## src/rtl/axis_rd_checker_pkg.sv

```systemverilog
// axis_rd_checker_pkg: shared state encoding and constants for the AXIS read-data checker.
package axis_rd_checker_pkg;
   typedef enum logic [1:0] {IDLE, ARMED, RUN, DONE} state_t;
   localparam int LANE_W = 32;
   localparam logic [15:0] LFSR_SEED = 16'hACE1;
   localparam logic [15:0] LFSR_TAPS = 16'hB400;
endpackage

```

## src/rtl/axis_rd_checker_pat.sv

```systemverilog
// axis_rd_checker_pat: expected word-counter pattern for a beat index plus a registered compare stage.
module axis_rd_checker_pat
   import axis_rd_checker_pkg::*;
#(
   parameter int DATA_WIDTH = 64
) (
   input  logic                  clk,
   input  logic                  rstn,
   input  logic                  hs_i,
   input  logic [31:0]           idx_i,
   input  logic [DATA_WIDTH-1:0] data_i,
   output logic                  chk_o,
   output logic                  mis_o,
   output logic [31:0]           idx_o
);
   localparam int N = DATA_WIDTH / LANE_W;
   logic [DATA_WIDTH-1:0] exp_w;
   logic                  chk_q, mis_q;
   logic [31:0]           idx_q;
   for (genvar i = 0; i < N; i++) begin : g_lane
      assign exp_w[i*LANE_W +: LANE_W] = idx_i * 32'(N) + 32'(i);
   end
   always_ff @(posedge clk or negedge rstn) begin
      if (!rstn) begin
         chk_q <= 1'b0;
         mis_q <= 1'b0;
         idx_q <= '0;
      end else begin
         chk_q <= hs_i;
         mis_q <= hs_i && (data_i != exp_w);
         idx_q <= idx_i;
      end
   end
   assign chk_o = chk_q;
   assign mis_o = mis_q;
   assign idx_o = idx_q;
endmodule

```

## config.mk

```make
export PLATFORM = sky130hd
export DESIGN_NAME = axis_rd_checker_pat
export DESIGN_NICKNAME = d
export VERILOG_FILES = /design/src/rtl/axis_rd_checker_pkg.sv /design/src/rtl/axis_rd_checker_pat.sv
export SDC_FILE = /design/constraint.sdc
export NUM_CORES = 1
export LEC_CHECK = 0
export ABC_AREA = 1
export ABC_CLOCK_PERIOD_IN_PS = 800
export BUFFER_PORTS_ARGS = -buffer_cell sky130_fd_sc_hd__buf_4
export CAP_MARGIN = 20
export CORE_MARGIN = 4
export CORE_UTILIZATION = 45
export DETAILED_ROUTE_END_ITERATION = 6
export PLACE_DENSITY = 0.95
export SLEW_MARGIN = 10
export SYNTH_ARGS = -nofsm -noshare
export SYNTH_HDL_FRONTEND = slang
export SYNTH_SLANG_ARGS = --single-unit
export TNS_END_PERCENT = 100
```

## constraint.sdc

```tcl
create_clock -name clk -period 0.8 [get_ports clk]
set_input_delay 0.12 -clock clk [delete_from_list [all_inputs] [get_ports clk]]
set_output_delay 0.12 -clock clk [all_outputs]
set_load 0.05 [all_outputs]
```

Yosys cells after proc, flatten, opt, wreduce, memory -nomap -nowiden. Index checks and enable logic that the tools add are counted. W data, S select, Z words.

Flip-flop bits (word level): 34. Input port bits: 99. Output and inout port bits: 34.

$add $sub $neg: 1. Eq/ne operators: 1. Reductions and logical operators: 1.

Operators by type and width (count): $ne A64 B64 Y1 (1); $add A32 B1 Y32 const B (1); $logic_and A1 B1 Y1 (1).

Depth between registers and ports, before layout.
Word-level depth: 3. Gate-level depth with buffers: 9. Mapped depth without buffers: 9.

Least setup slack after synthesis. Ideal clock, no wire load.

Path type: input-to-reg. Start point: in idx_i[14]. End point: reg mis_q (netlist: mis_o). Library setup time: 0.122 ns. Data arrival time: 0.662 ns. Slack: 0.017 ns. Stages on the path: 9. Path buffers: 0. Cell sequence: inv_1 nand2_1 o21ai_0 nor2_1 nand2_1 nor2_1 nand2_1 nor2_1 a21oi_1.

Cells in the longest elaborated chain, start to end: 3.

Ends and longest elaborated chain: start: declaration (RTL line axis_rd_checker_pat.sv:10) `input logic [31:0] idx_i,`; $add A32 B1 Y32 (RTL line axis_rd_checker_pat.sv:21) `assign exp_w[i*LANE_W +: LANE_W] = idx_i * 32'(N) + 32'(i);`; $ne A64 B64 Y1 (*) (RTL line axis_rd_checker_pat.sv:30) `mis_q <= hs_i && (data_i != exp_w);`; $logic_and A1 B1 Y1 (*) (RTL line axis_rd_checker_pat.sv:30); end signal: assignment (RTL line axis_rd_checker_pat.sv:30); end: declaration (RTL line axis_rd_checker_pat.sv:18) `logic chk_q, mis_q;`.

Mark *: on every way between the ends. The rest lies on a longest branch, timed or not.

Worst setup path in the final report.
Start point: reg mis_q (netlist: mis_o). End point: out mis_o.

RTL lines: end: declaration (RTL line axis_rd_checker_pat.sv:13) `output logic mis_o,`.

No word-level cell between the ends.

==> results.md <==
Run status:
- The run finished, with violations left.
- The checks that failed: setup timing.

Place:
- The placed wire-length estimate is about 5300 um.
- The total of buffers placed on input and output ports is 132.
- At the end of routability-driven placement, the weighted congestion stood at 0.804.

Route:
- The number of detailed-route iterations in the first pass is 6.
- In the final routed layout, each cell accounts on average for 15.8 um.
- The count of routing violations after the opening detailed-route iteration is approximately 270.
- The via count is 2776.
- For this run, design rule violations remaining after detail routing come to 0.
- The average via count per standard cell is between 5 and 6.
- Once detail routing completed, the nets flagged for antenna violations numbered 0.
- The routed design has 8760 um of wire.

Timing:
- After layout, the worst path uses 121% of the clock period.
- The worst path in the final design needs a cycle of between 0.9 and 1 ns, including I/O delays and setup.
- Derived from the worst setup path, the maximum achievable clock frequency is 1.04 GHz.
- The max-slew violation count is 0.
- The number of failing hold endpoints at the final stage came to 0.
- Once routing completed, OpenROAD measured the worst setup slack at -0.164 ns.
- Setup repair after global routing could not meet its margin everywhere.
- Setup violations remaining at the end of the flow were counted as 35.
- The actual transition at the worst max-transition pin is 0.469 ns.
- The worst relative slew slack is a little under 70%.

Pwr:
- Dividing total power by cell area gives a power density of about 1300 nW/um2.
- The power consumption is 4.84 mW.
- The standby leakage power is 2.16 nW.
- Across the VDD grid, the largest voltage drop is 1.12 mV.

Final layout:
- Once layout is complete, the utilization of the core stands at 90.8%.
- The fill cell instance count of the final layout is 196.
- The count of inserted antenna diode cells is 0.
- The most common cell after layout, fill and taps aside is sky130_fd_sc_hd__nand2_1.
- The area of combinational cells with multiple inputs is 987 um2.
- The register cell area after layout is 851 um2.
- For this run, the post-layout net count is 602.
- Leaving out fill and tap cells, the most frequent cells in the layout are sky130_fd_sc_hd__nand2_1, sky130_fd_sc_hd__buf_4, sky130_fd_sc_hd__buf_6, sky130_fd_sc_hd__inv_1, sky130_fd_sc_hd__nor2_1.
- The growth of design area from synthesis to finish is 87.9%.
- The share of cells above drive strength 1 is between 30 and 40%.

Synth:
- The flip-flop and latch count after synthesis is 34.
- The leading area contributor after synthesis is sky130_fd_sc_hd__dfrtp_1.
- The average instance in the mapped netlist occupies just over 6 um2.
- The mapped netlist covers 2000 um2.
- The number of nets handed over by synthesis was roughly 430.
- The post-synthesis cell count is 330.
- After synthesis, the cell types taking the most area are sky130_fd_sc_hd__dfrtp_1, sky130_fd_sc_hd__nand2_1, sky130_fd_sc_hd__inv_1.
- The Yosys step of the flow raised 0 warnings.
- The share of the Yosys chip area taken by registers is 42.5%.
- After synthesis, the netlist uses 14 different library cells.
- The share of the synthesized area in the top cell type is 42.5%.

Clock tree:
- The clock passes through at most 2 buffers.
- Clock-pin slew was measured on the worst setup and hold paths at ~0.070 ns.
- The clock buffer count from CTS is 5.
- TritonCTS built the clock tree.
- The H-tree depth is 2.
- The clock net in this run drives a total of 34 sinks.
- The root buffer cell is sky130_fd_sc_hd__clkbuf_8.

Die:
- The area of the core is 4140 um2.
- The number of placement rows is 23.
- The floorplan die height is 74.7 um.
- The floorplan die area is 5580 um2.
- For this design the top-level I/O count stands at 133.
- The starting density of the core is 48.3%.
- The die width is 74.7 um.

Worst setup path:
- The sort of element at the end of the critical path is a primary output.
- At the worst endpoint, the arrival time is 0.84 ns.
- Together, buffers and inverters on the worst path number 1.
- The type of the worst setup path is reg -> out.
- Traced cell by cell, the critical path runs through buf_6.
- For the worst setup path, the data required time is 0.68 ns.
- STA classifies the critical path startpoint as a flop.
- Grouping stages by cell kind, the critical path spends the most delay in flip-flops.
- The slowest stage of the critical path is the sky130_fd_sc_hd__dfrtp_1 cell.
- Along the worst path, the maximum fanout reaches 1.
- The largest single stage delay on the critical path is 0.40 ns.

GRT:
- The number of antenna violations at the first check in global routing is 0.
- The number of global-route vias before repair is 2623.
- The pin count of the biggest net entering global routing is 35.
- The first global-routing pass estimated 11600 um of wire.
- Global routing used about 28% of the available tracks.
- For this run the aggregate overflow at the end of global routing stands at 0.

Min path:
- The path class of the tightest hold or removal check is in -> async.

Flow run:
- The reported max-cap violation count is 0.
timing repair:
| item | 4_1_cts | 5_1_grt |
|---|---|---|
| hold buffers | 34 | 0 |
| pin swaps | 0 | 32 |
| cloned | 0 | 0 |
| buffers inserted | 0 | 0 |
| setup endpoints to repair | 34 | 35 |
| resized for setup | 34 | 60 |
| endpoints found under the hold margin | 67 | 0 |
final timing paths:
kind | startpoint | endpoint | cells after the start
worst max-delay path | mis_o | mis_o | 1
worst min-delay path | rstn | idx_o[20] | 2
max in group asynchronous | rstn | idx_o[16] | 2
min in group clk | data_i[0] | mis_o | 7
logic make-up (layout without fill, tap and decap cells):
logic type	count (synthesis)	after routing	share of synthesized area (%)
XOR/XNOR	3	3	1.31
AND/OR/NAND/NOR	207	207	39.2
flip-flops	34	34	42.5
buffers and inverters	72	245	13.5
AO/OA/AOI/OAI	14	14	3.50
layer usage:
layer  wire (um)  vias to the layer above  part of all wire, %  global-route usage, %
li1            -                     1288                    -                      -
met5           0                        -                    0                      0
met4         430                        0                  4.9                   8.50
met3         785                       53                  9.0                   5.74
met2        4640                      180                   53                   53.8
met1        2910                     1255                   33                   29.2
synthesized netlist by cell type:
| cell | number |
|---|---|
| sky130_fd_sc_hd__o21ai_1 | 7 |
| sky130_fd_sc_hd__o21ai_0 | 6 |
| sky130_fd_sc_hd__nand3_1 | 3 |
| sky130_fd_sc_hd__nand2_1 | 156 |
| sky130_fd_sc_hd__inv_2 | 19 |
| sky130_fd_sc_hd__inv_1 | 51 |
| sky130_fd_sc_hd__a21oi_1 | 1 |
| sky130_fd_sc_hd__dfrtp_1 | 34 |
| sky130_fd_sc_hd__nor3_1 | 1 |
| sky130_fd_sc_hd__xor2_1 | 1 |
| sky130_fd_sc_hd__xnor2_1 | 2 |
| sky130_fd_sc_hd__nor2_2 | 1 |
| sky130_fd_sc_hd__nor2_1 | 46 |
| sky130_fd_sc_hd__clkinv_1 | 2 |
flip-flops by register name (all words and copies together) (netlist names):
register	count
idx_o	32
mis_o	1
chk_o	1
metrics by stage:
stage | setup WS (ns) | instances | TNS [ns] | hold WS (ns) | cell area, um2
2_1_floorplan | 0.0165 | 330 | 0 | -0.176 | 2000
3_3_place_gp | -0.243 | 512 | -0.243 | 0.0921 | 3060
3_5_place_dp | -0.289 | 512 | -0.289 | 0.107 | 3060
4_1_cts | -0.157 | 553 | -4.67 | 0.274 | 3600
5_1_grt | -0.170 | 553 | -5.36 | 0.367 | 3760
6_report | -0.164 | 553 | -4.45 | 0.339 | 3760
where the power goes:
group          switching [mW]  internal [mW]
Combinational           0.967          0.811
Sequential             0.0436           1.81
Clock                   0.611          0.600
Total                    1.62           3.22
layout make-up:
class | count | area share [%]
repair buffers | 166 | 40.0
multi-input cells | 224 | 26.2
flip-flops and latches | 34 | 22.6
inverters | 72 | 7.45
clock buffers | 7 | 2.03
well taps | 50 | 1.66
(Power assumes the default switching activity.)
